===== config.mk =====
export PLATFORM = sky130hd
export DESIGN_NAME = arb_order_sequencer
export DESIGN_NICKNAME = d
export VERILOG_FILES = /design/src/rtl/arb_pkg.sv /design/src/rtl/order_fifo.sv /design/src/rtl/arb_order_sequencer.sv
export SDC_FILE = /design/constraint.sdc
export NUM_CORES = 1
export LEC_CHECK = 0
export ABC_AREA = 1
export CORE_ASPECT_RATIO = 2
export CORE_MARGIN = 2
export CORE_UTILIZATION = 52
export CTS_BUF_LIST = sky130_fd_sc_hd__clkbuf_16
export DETAILED_ROUTE_END_ITERATION = 10
export GPL_TIMING_DRIVEN = 0
export PLACE_DENSITY = 0.77
export SLEW_MARGIN = 20
export SYNTH_ARGS = -nofsm -noshare
export SYNTH_HDL_FRONTEND = slang
export SYNTH_SLANG_ARGS = --single-unit

===== constraint.sdc =====
create_clock -name i_clk -period 3.4 [get_ports i_clk]
set_clock_uncertainty 0.2 [all_clocks]
set_input_delay 0.34 -clock i_clk [delete_from_list [all_inputs] [get_ports i_clk]]
set_output_delay 0.34 -clock i_clk [all_outputs]
set_load 0.05 [all_outputs]

===== src/rtl/arb_pkg.sv =====
// Shared encodings for the arbitrage order sequencer: action codes, exchange
// codes, FSM state encoding and order record layout.
package arb_pkg;

   // Per-exchange action codes from the decision stage
   localparam logic [1:0] ACT_HOLD = 2'b00;
   localparam logic [1:0] ACT_BUY  = 2'b01;
   localparam logic [1:0] ACT_SELL = 2'b10;
   localparam logic [1:0] ACT_NONE = 2'b11;

   // Exchange codes as carried in the order record
   localparam logic [1:0] EX_A = 2'd0;
   localparam logic [1:0] EX_B = 2'd1;
   localparam logic [1:0] EX_C = 2'd2;

   // Sequencer FSM states
   localparam logic [1:0] ST_IDLE     = 2'd0;
   localparam logic [1:0] ST_QUALIFY  = 2'd1;
   localparam logic [1:0] ST_EMIT     = 2'd2;
   localparam logic [1:0] ST_COOLDOWN = 2'd3;

   // Order record layout: {seq, buy_ex, sell_ex, spread}
   localparam int unsigned SEQ_W      = 8;
   localparam int unsigned EX_W       = 2;
   localparam int unsigned SPREAD_W   = 16;
   localparam int unsigned ORDER_W    = SEQ_W + 2 * EX_W + SPREAD_W;
   localparam int unsigned SPREAD_LSB = 0;
   localparam int unsigned SELL_LSB   = SPREAD_LSB + SPREAD_W;
   localparam int unsigned BUY_LSB    = SELL_LSB + EX_W;
   localparam int unsigned SEQ_LSB    = BUY_LSB + EX_W;

   typedef struct packed {
      logic            ok;
      logic [EX_W-1:0] buy_ex;
      logic [EX_W-1:0] sell_ex;
   } pattern_t;

   // Decode {c, b, a} actions; ok only for exactly one BUY, one SELL, one HOLD
   function automatic pattern_t decode_pattern(input logic [5:0] acts);
      pattern_t   p;
      logic [1:0] n_buy;
      logic [1:0] n_sell;
      logic [1:0] n_hold;
      p      = '0;
      n_buy  = '0;
      n_sell = '0;
      n_hold = '0;
      for (int i = 0; i < 3; i++) begin
         case (acts[2*i +: 2])
            ACT_BUY: begin
               n_buy    = n_buy + 2'd1;
               p.buy_ex = 2'(i);
            end
            ACT_SELL: begin
               n_sell    = n_sell + 2'd1;
               p.sell_ex = 2'(i);
            end
            ACT_HOLD: n_hold = n_hold + 2'd1;
            default: ;
         endcase
      end
      p.ok = (n_buy == 2'd1) && (n_sell == 2'd1) && (n_hold == 2'd1);
      return p;
   endfunction

endpackage


===== src/rtl/order_fifo.sv =====
// First-word-fall-through FIFO holding queued order records.
// Push while full is accepted only when a pop happens in the same cycle.
module order_fifo #(
   parameter int unsigned WIDTH = 28,
   parameter int unsigned DEPTH = 4
) (
   input  logic             i_clk,
   input  logic             i_reset_n,
   input  logic             i_push,
   input  logic [WIDTH-1:0] i_data,
   input  logic             i_pop,
   output logic             o_full,
   output logic             o_empty,
   output logic [WIDTH-1:0] o_data
);

   localparam int unsigned AW = $clog2(DEPTH);
   localparam logic [AW:0] PTR_ONE = 1;

   logic [WIDTH-1:0] r_mem [DEPTH];
   logic [AW:0]      r_wr_ptr;
   logic [AW:0]      r_rd_ptr;
   logic             w_push_ok;
   logic             w_pop_ok;

   assign o_empty   = (r_wr_ptr == r_rd_ptr);
   assign o_full    = (r_wr_ptr[AW] != r_rd_ptr[AW]) &&
                      (r_wr_ptr[AW-1:0] == r_rd_ptr[AW-1:0]);
   assign w_pop_ok  = i_pop && !o_empty;
   assign w_push_ok = i_push && (!o_full || w_pop_ok);
   // Head is forced to zero while empty so the output is defined out of reset
   assign o_data    = o_empty ? '0 : r_mem[r_rd_ptr[AW-1:0]];

   // Pointer update; reset discards all queued entries
   always_ff @(posedge i_clk or negedge i_reset_n) begin
      if (!i_reset_n) begin
         r_wr_ptr <= '0;
         r_rd_ptr <= '0;
      end else begin
         if (w_push_ok) r_wr_ptr <= r_wr_ptr + PTR_ONE;
         if (w_pop_ok)  r_rd_ptr <= r_rd_ptr + PTR_ONE;
      end
   end

   // Storage write; contents are don't-care until the pointers cover them
   always_ff @(posedge i_clk) begin
      if (w_push_ok) r_mem[r_wr_ptr[AW-1:0]] <= i_data;
   end

endmodule


===== src/rtl/arb_order_sequencer.sv =====
// Arbitrage order sequencer: qualifies a stable BUY/SELL/HOLD pattern, builds a
// sequenced order record with the captured spread and queues it toward the
// consumer, with a cooldown between issues.
// Build option: define ORDER_SPREAD_CHECK_EN to discard orders whose spread is
// below MIN_SPREAD.
module arb_order_sequencer
   import arb_pkg::*;
#(
   parameter int unsigned STABLE_CYCLES   = 4,
   parameter int unsigned COOLDOWN_CYCLES = 1000,
   parameter int unsigned FIFO_DEPTH      = 4,
   parameter logic [15:0] MIN_SPREAD      = 16'd1
) (
   input  logic         i_clk,
   input  logic         i_reset_n,
   input  logic         i_enable,
   input  logic [15:0]  i_price_a,
   input  logic [15:0]  i_price_b,
   input  logic [15:0]  i_price_c,
   input  logic [1:0]   i_action_a,
   input  logic [1:0]   i_action_b,
   input  logic [1:0]   i_action_c,
   output logic         o_order_valid,
   input  logic         i_order_ready,
   output logic [27:0]  o_order_data,
   output logic         o_busy,
   output logic [15:0]  o_order_count,
   output logic [15:0]  o_drop_count
);

   localparam int unsigned CNT_W  = $clog2(STABLE_CYCLES + 1);
   localparam int unsigned COOL_W = $clog2(COOLDOWN_CYCLES + 1);
   localparam logic [CNT_W-1:0]  CNT_ONE   = 1;
   localparam logic [CNT_W-1:0]  CNT_LAST  = CNT_W'(STABLE_CYCLES);
   localparam logic [COOL_W-1:0] COOL_ONE  = 1;
   localparam logic [COOL_W-1:0] COOL_LAST = COOL_W'(COOLDOWN_CYCLES - 1);

   logic [1:0]          r_act_a, r_act_b, r_act_c;
   logic [15:0]         r_price_a, r_price_b, r_price_c;
   logic [1:0]          r_state, w_state_nxt;
   logic [CNT_W-1:0]    r_cnt, w_cnt_nxt;
   logic [COOL_W-1:0]   r_cool, w_cool_nxt;
   logic [EX_W-1:0]     r_buy_ex, w_buy_ex_nxt;
   logic [EX_W-1:0]     r_sell_ex, w_sell_ex_nxt;
   logic [SEQ_W-1:0]    r_seq;
   logic [15:0]         r_order_count;
   logic [15:0]         r_drop_count;

   pattern_t            w_pat;
   logic                w_emit;
   logic [15:0]         w_buy_price, w_sell_price, w_spread;
   logic                w_spread_low, w_spread_ok;
   logic                w_push_req, w_push, w_drop, w_pop;
   logic                w_fifo_full, w_fifo_empty;
   logic [ORDER_W-1:0]  w_order;

   assign w_pat = decode_pattern({r_act_c, r_act_b, r_act_a});

   // Input stage: the FSM only ever sees registered actions and prices
   always_ff @(posedge i_clk or negedge i_reset_n) begin
      if (!i_reset_n) begin
         r_act_a   <= ACT_HOLD;
         r_act_b   <= ACT_HOLD;
         r_act_c   <= ACT_HOLD;
         r_price_a <= '0;
         r_price_b <= '0;
         r_price_c <= '0;
      end else begin
         r_act_a   <= i_action_a;
         r_act_b   <= i_action_b;
         r_act_c   <= i_action_c;
         r_price_a <= i_price_a;
         r_price_b <= i_price_b;
         r_price_c <= i_price_c;
      end
   end

   // Next-state logic: qualify a stable pattern, emit once, then cool down
   always_comb begin
      w_state_nxt   = r_state;
      w_cnt_nxt     = r_cnt;
      w_cool_nxt    = r_cool;
      w_buy_ex_nxt  = r_buy_ex;
      w_sell_ex_nxt = r_sell_ex;
      w_emit        = 1'b0;
      if (!i_enable) begin
         w_state_nxt = ST_IDLE;
         w_cnt_nxt   = '0;
         w_cool_nxt  = '0;
      end else begin
         case (r_state)
            ST_IDLE: begin
               if (w_pat.ok) begin
                  w_state_nxt   = ST_QUALIFY;
                  w_cnt_nxt     = CNT_ONE;
                  w_buy_ex_nxt  = w_pat.buy_ex;
                  w_sell_ex_nxt = w_pat.sell_ex;
               end
            end
            ST_QUALIFY: begin
               if (r_cnt == CNT_LAST) begin
                  w_state_nxt = ST_EMIT;
               end else if (!w_pat.ok) begin
                  w_state_nxt = ST_IDLE;
                  w_cnt_nxt   = '0;
               end else if (w_pat.buy_ex == r_buy_ex && w_pat.sell_ex == r_sell_ex) begin
                  w_cnt_nxt = r_cnt + CNT_ONE;
               end else begin
                  // A different valid pattern restarts the stability count
                  w_cnt_nxt     = CNT_ONE;
                  w_buy_ex_nxt  = w_pat.buy_ex;
                  w_sell_ex_nxt = w_pat.sell_ex;
               end
            end
            ST_EMIT: begin
               w_emit      = 1'b1;
               w_state_nxt = ST_COOLDOWN;
               w_cnt_nxt   = '0;
               w_cool_nxt  = '0;
            end
            ST_COOLDOWN: begin
               if (r_cool == COOL_LAST) begin
                  w_state_nxt = ST_IDLE;
                  w_cool_nxt  = '0;
               end else begin
                  w_cool_nxt = r_cool + COOL_ONE;
               end
            end
            default: w_state_nxt = ST_IDLE;
         endcase
      end
   end

   // Spread from the registered prices of the captured exchanges
   always_comb begin
      w_buy_price  = r_price_a;
      w_sell_price = r_price_a;
      case (r_buy_ex)
         EX_B:    w_buy_price = r_price_b;
         EX_C:    w_buy_price = r_price_c;
         default: w_buy_price = r_price_a;
      endcase
      case (r_sell_ex)
         EX_B:    w_sell_price = r_price_b;
         EX_C:    w_sell_price = r_price_c;
         default: w_sell_price = r_price_a;
      endcase
   end

   assign w_spread     = (w_sell_price >= w_buy_price) ? (w_sell_price - w_buy_price) : '0;
   assign w_spread_low = (w_spread < MIN_SPREAD);

`ifdef ORDER_SPREAD_CHECK_EN
   assign w_spread_ok = !w_spread_low;
`else
   // Threshold has no effect in this build
   logic w_unused_spread_low;
   assign w_unused_spread_low = w_spread_low;
   assign w_spread_ok = 1'b1;
`endif

   assign w_pop      = o_order_valid && i_order_ready;
   assign w_push_req = w_emit && w_spread_ok;
   assign w_push     = w_push_req && (!w_fifo_full || w_pop);
   assign w_drop     = w_push_req && w_fifo_full && !w_pop;

   // Assemble the order record from the package field layout
   always_comb begin
      w_order                           = '0;
      w_order[SEQ_LSB +: SEQ_W]         = r_seq;
      w_order[BUY_LSB +: EX_W]          = r_buy_ex;
      w_order[SELL_LSB +: EX_W]         = r_sell_ex;
      w_order[SPREAD_LSB +: SPREAD_W]   = w_spread;
   end

   // FSM, sequence number and saturating statistics
   always_ff @(posedge i_clk or negedge i_reset_n) begin
      if (!i_reset_n) begin
         r_state       <= ST_IDLE;
         r_cnt         <= '0;
         r_cool        <= '0;
         r_buy_ex      <= EX_A;
         r_sell_ex     <= EX_A;
         r_seq         <= '0;
         r_order_count <= '0;
         r_drop_count  <= '0;
      end else begin
         r_state   <= w_state_nxt;
         r_cnt     <= w_cnt_nxt;
         r_cool    <= w_cool_nxt;
         r_buy_ex  <= w_buy_ex_nxt;
         r_sell_ex <= w_sell_ex_nxt;
         if (w_push) r_seq <= r_seq + 8'd1;
         if (w_pop && r_order_count != 16'hFFFF) r_order_count <= r_order_count + 16'd1;
         if (w_drop && r_drop_count != 16'hFFFF) r_drop_count <= r_drop_count + 16'd1;
      end
   end

   order_fifo #(
      .WIDTH (ORDER_W),
      .DEPTH (FIFO_DEPTH)
   ) u_fifo (
      .i_clk     (i_clk),
      .i_reset_n (i_reset_n),
      .i_push    (w_push),
      .i_data    (w_order),
      .i_pop     (w_pop),
      .o_full    (w_fifo_full),
      .o_empty   (w_fifo_empty),
      .o_data    (o_order_data)
   );

   assign o_order_valid = !w_fifo_empty;
   assign o_busy        = (r_state != ST_IDLE);
   assign o_order_count = r_order_count;
   assign o_drop_count  = r_drop_count;

endmodule


# == Word level (Yosys, flattened, before mapping) ==
# Memory sizes are Yosys's and may differ from the RTL's.
# Index checks and enable logic that the tools add are counted.
# W data, S select, Z words.
# word_totals
register_bits,119
ram_bits,112
inputBits,58
output_inout_bits,62
elab_cells,139
mem_count,1
# memory_table
memory,depth,word_bits,read_ports,rd_ports_with_merged_regs,write_ports,line,text
u_fifo.r_mem,4,28,1,0,1,order_fifo.sv:20,logic [WIDTH-1:0] r_mem [DEPTH];
# classes
n_addsub,14
magnitude_cmp,1
eq_ne,35
muxes,46
n_reduce_logical,26
# ops
cell,count
$pmux W16 S2,2
$mux W2,21
$add A16 B1 Y16 const B,2
$ne A16 B16 Y1 const B,2
$mux W28,1
$mux W10,2
$pmux W10 S2,1
$eq A2 B1 Y1 const B,9
$ge A16 B16 Y1,1
$mux W16,1
$sub A16 B16 Y16,1
$mux W3,5
$eq A2 B2 Y1 const B,7
$add A2 B1 Y2 const B,6
$logic_and A1 B1 Y1,12
$add A10 B1 Y10 const B,1
$eq A10 B10 Y1 const B,1
$add A3 B1 Y3 const B,3
$mux W1,9
$ne A3 B3 Y1 const B,3
$pmux W3 S3,1
$add A8 B1 Y8 const B,1
$logic_not A2 Y1,4
$ne A2 B2 Y1 const B,4
other kinds (14),22

# == Longest topological paths before layout ==
# logic_depth
depth_word,13
depth_mapped,19
mapped_depth_nobuf,18

# == Modules after synthesis ==
# A second synthesis with hierarchy kept.
# unflattened
hier_cells,1189
hier_area_um2,11290.8
# by_module_without_submodules
mod,n_inst,cells_each,area_each_um2,seq_area_each_um2
arb_order_sequencer,1,772,6372.4,2827.7
order_fifo,1,417,4918.5,3513.4

# == Worst setup path before layout ==
# No wires, ideal clock.
# synth_timing
path_kind,flip-flop to flip-flop
from,reg r_sell_ex[0]
to,mem u_fifo.r_mem[0][10] (data pin)
setup_time_ns,0.270
t_arrival_ns,2.907
t_required_ns,2.930
setup_slack_ns,0.023
path_stages_with_launch,18
n_path_buf,2
period_less_slack_ns,3.377
path_cell_list,dfrtp_1 > inv_1 > ha_1 > clkbuf_1 > inv_1 > clkbuf_1 > o21ai_0 > ha_1 > inv_1 > fa_1 > nand3_1 > nand3_1 > nand2_1 > o211ai_2 > nand2_1 > nand2_1 > nor2_2 > nor2_1
# synth_between
elab_chain_cells,4
elab_cells_between_ends,6
classes_between,add/sub: 1; order compare: 1; eq/ne: 2; mux: 2
# synth_lines
item,line,text
from (decl),arb_order_sequencer.sv:44,"logic [EX_W-1:0] r_sell_ex, w_sell_ex_nxt;"
from (signal assigned),arb_order_sequencer.sv:192,r_sell_ex <= w_sell_ex_nxt;
$eq A2 B2 Y1 or $eq A2 B1 Y1 (tied branches),arb_order_sequencer.sv:143,case (r_sell_ex)
$pmux W16 S2 *,arb_order_sequencer.sv:143,
$sub A16 B16 Y16 or $ge A16 B16 Y1 (tied branches),arb_order_sequencer.sv:150,assign w_spread = (w_sell_price >= w_buy_price) ? (w_sell_price - w_buy_price) : '0;
$mux W16 *,arb_order_sequencer.sv:150,
net u_fifo.i_data[10],order_fifo.sv:10,"input logic [WIDTH-1:0] i_data,"
to (decl),order_fifo.sv:20,
# Mark *: on every way through the listed nets, which the timed path passes. The rest lies on a longest branch.

# == Worst setup path after layout ==
# layout_timing
from,reg u_fifo.r_rd_ptr[0]
to,out o_order_data[7]
# layout_between
elab_chain_cells,2
elab_cells_between_ends,3
classes_between,eq/ne: 1; mux: 1; memory: 1
# layout_lines
item,line,text
from (decl),order_fifo.sv:22,logic [AW:0] r_rd_ptr;
from (signal assigned),order_fifo.sv:41,if (w_pop_ok) r_rd_ptr <= r_rd_ptr + PTR_ONE;
$mem_v2 Z4 W28 or $eq A3 B3 Y1 (tied branches),--,
$mux W28 *,order_fifo.sv:32,assign o_data = o_empty ? '0 : r_mem[r_rd_ptr[AW-1:0]];
to (decl),arb_order_sequencer.sv:25,"output logic [27:0] o_order_data,"
# Mark *: on every way between the ends. The rest lies on a longest branch, timed or not.

==> metrics.md <==
| Metric | Value |
|---|---|
| Status | finished clean |
| Setup CP Type | reg -> out |
| Crit path launch | u_fifo.r_rd_ptr[0] |
| Gr usage total | 23.3% |
| Mux share of post-synthesis cell area | 0% |
| Starting Density | 52.9% |
| CTS Sinks | 231 |
| CTS buffer count | 19 |
| Worst Path Max Fanout | 10 |
| Max_cap viols | 0 |
| Hold slack | 0.0708 ns |
| GR peak layer | met2 |
| Distinct cells, synth | 42 |
| Max Root-Sink Buffers | 3 |
| Remaining DRCs | 0 |
| Required time of the critical path | 2.86 ns |
| Commonest cells post-synth | nand2_1, inv_1, nor2_1 |
| CTS tree | built |
| Final ANT Viol Nets | 0 |
| WL/cell | 16.0 µm |
| Dpl ws | -0.761 ns |
| Worst hold path type | in -> reg |
| Fin nets | 1481 |
| Crit end category | output port |
| CP peak stage delay | 0.78 ns |
| Placed Area | 13100 µm² |
| CP startpoint kind | flip-flop |
| Synthesized area | 11400 µm² |
| Final Hold Fails | 0 |
| Met1 Usage GRT | 24.5% |
| Setup Viol. Count Final | 0 |
| CP Buf/Inv Count | 5 |
| I/O Pins | 120 |
| Final period utilization | 98.1% |
| Number of flops mapped to enable cells by yosys | 112 |
| First-pass GRT wire length | 42700 µm |
| Unrepaired setup endpoints after global routing | yes |
| Ys Warns | 0 |
| Source of the worst hold timing path | i_price_a[7] |
| Initial antenna violation count | 2 |
| Share of cells above drive strength 1 | 10.2% |
| Yosys top cell area share | 29.5% |
| DRT Pass-1 Iters | 5 |
| DIE AREA | 23200 µm² |
| CTS H-tree lvls | 1 |
| WL final | 26700 µm |
| Worst Tran Pin Value | 0.718 ns |
| Chip width | 109 µm |
| Die Ht | 214 µm |
| FP Rows | 76 |
| Gate Count Post-Synth | 1228 |
| Tmin final | 3.34 ns |
| Worst path most repeated cell | buf_2 |
| Top cells by area, synth | edfxtp_1, dfrtp_1, nand2_1, inv_1, ha_1 |
| Post-synthesis async set-or-reset flop share | 51.5% |
| Sequential fraction of the synthesis area | 55.6% |
| Layout Area Growth over Synthesis | 22.0% |
| Global Route met3 Usage | 2.22% |
| Final worst slack | 0.0650 ns |
| CP cell instances | inv_2 > buf_2 > buf_2 > nor2_1 > o22ai_1 > nand2_1 > inv_1 > clkdlybuf4s50_1 |
| Vias in the first global route | 8913 |
| Worst skew pair latency | 0.50 ns |
| Routability Congestion | 0.948 |
| CTS Root Cell | clkbuf_16 |
| Flip-flop and latch area | 6350 µm² |
| Area of the multi-input gates | 4450 µm² |
| Design area | 13900 µm² |
| WP data arrival | 2.80 ns |
| Post-synthesis xor/xnor area fraction | 3.60% |
| Pin count of the biggest net entering global routing | 80 |
| Filler instances | 1719 |
| IO buf count | 118 |
| Grt met2 use | 45.2% |
| FF-to-FF Start | r_sell_ex[0] |
| Count leader, synth | nand2_1 |
| Syn_area_per_cell | 9.29 µm² |
| Fmax | 300 MHz |
| Complex-gate fraction of the synthesized area | 10.7% |
| Crit-path leading delay family | buffers and inverters |
| #FFs+latches synth | 231 |
| Core ar. | 21600 µm² |
| Final global-route overflow total | 0 |
| Post-synth top flop | dfrtp_1 |
| Cell taking the most area after synthesis | edfxtp_1 |
| Rel. slew slack | 52.1% |
| Crit path max-delay cell type | clkdlybuf4s50_1 |
| Starting DRT DRC Count | 582 |
| Final Max Slew Viols | 0 |
| CTS clk-pin slew, worst paths | 0.07 ns |
| Synth Area in Adders | 4.67% |
| DR vias | 9002 |
| Main combinational cell family by area after synthesis | simple AND/OR/NAND/NOR gates |
| Dpl hpwl | 19600 µm |
| Simple-gate share of the synthesized area | 18.9% |
| DR vias/cell | 5.40 |
| Net Count, Synth | 1328 |
[per-stage QoR]
step,util [%],setup TNS (ns),std cells
floorplan,-,0,1228
detailed placement,60.5,-42.60,1623
CTS,63.5,0,1656
finish,64.5,0,1668
global route,64.5,-0.00941,1668
global placement,59.9,-421.92,1619
[logic make-up (layout without fill, tap and decap cells)]
family / Yosys count / count (layout)
adder cells (fa/ha/maj): 42 / 42
AO/OA/AOI/OAI: 212 / 212
buffers and inverters: 186 / 351
other: 0 / 2
XOR/XNOR: 46 / 46
AND/OR/NAND/NOR: 511 / 511
flip-flops: 231 / 231
[flip-flops by register name, indices dropped and copies added (netlist names)]
register and flops:
u_fifo.r_mem 112, o_drop_count 16, o_order_count 16, r_price_a 16, r_price_b 16, r_price_c 16, r_cool 10, r_seq 8
r_cnt 3, u_fifo.r_rd_ptr 3, u_fifo.r_wr_ptr 3, r_act_a 2, r_act_b 2, r_act_c 2, r_buy_ex 2, r_sell_ex 2
r_state 2
[what timing repair did]
item | CTS | global route
setup buffers | 2 | 12
gates resized for setup | 45 | 47
pin swaps | 1 | 6
setup endpoints to repair | 84 | 82
hold buffers | 2 | 0
endpoints found under the hold margin | 116 | 0
[final timing paths]
kind                                       endpoint  slack, ns  cells after the start
worst max-delay path                o_order_data[7]       0.06                      8
worst min-delay path                   r_price_a[7]       0.07                      1
worst max register to register  u_fifo.r_mem[3][10]       0.16                     17
worst min register to register  u_fifo.r_mem[2][26]       0.33                      0
max in group asynchronous              r_sell_ex[1]       2.13                      3
min in group asynchronous          o_order_count[9]       0.10                      2
[metal layers]
layer	up-vias	wire (µm)
met2	274	14800
met1	4265	9560
li1	4378	-
met4	0	1210
met5	-	0
met3	85	1100
[final cells by class]
type	instances	area share (%)
multi-input cells	811	31.9
diodes	2	0.0359
repair buffers	138	10.4
clock inverters	14	0.611
flip-flops and latches	231	45.6
plain buffers	36	1.66
clock buffers	19	3.41
inverters	144	3.93
well taps	273	2.45
[cells in the final DEF, fill, tap and decap left out, types with 35 or more instances in the layout]
master,synthesis,layout
edfxtp_1,112,112
a21oi_1,53,47
o21ai_0,90,88
clkdlybuf4s50_1,0,90
dfrtp_1,119,115
nand3_1,45,44
ha_1,41,35
inv_1,138,137
nand2_1,281,279
nor2_1,129,120
Power is left out: the tool's default activity adds up to more than one toggle a clock period on the data nets, which glitch-free logic cannot reach.
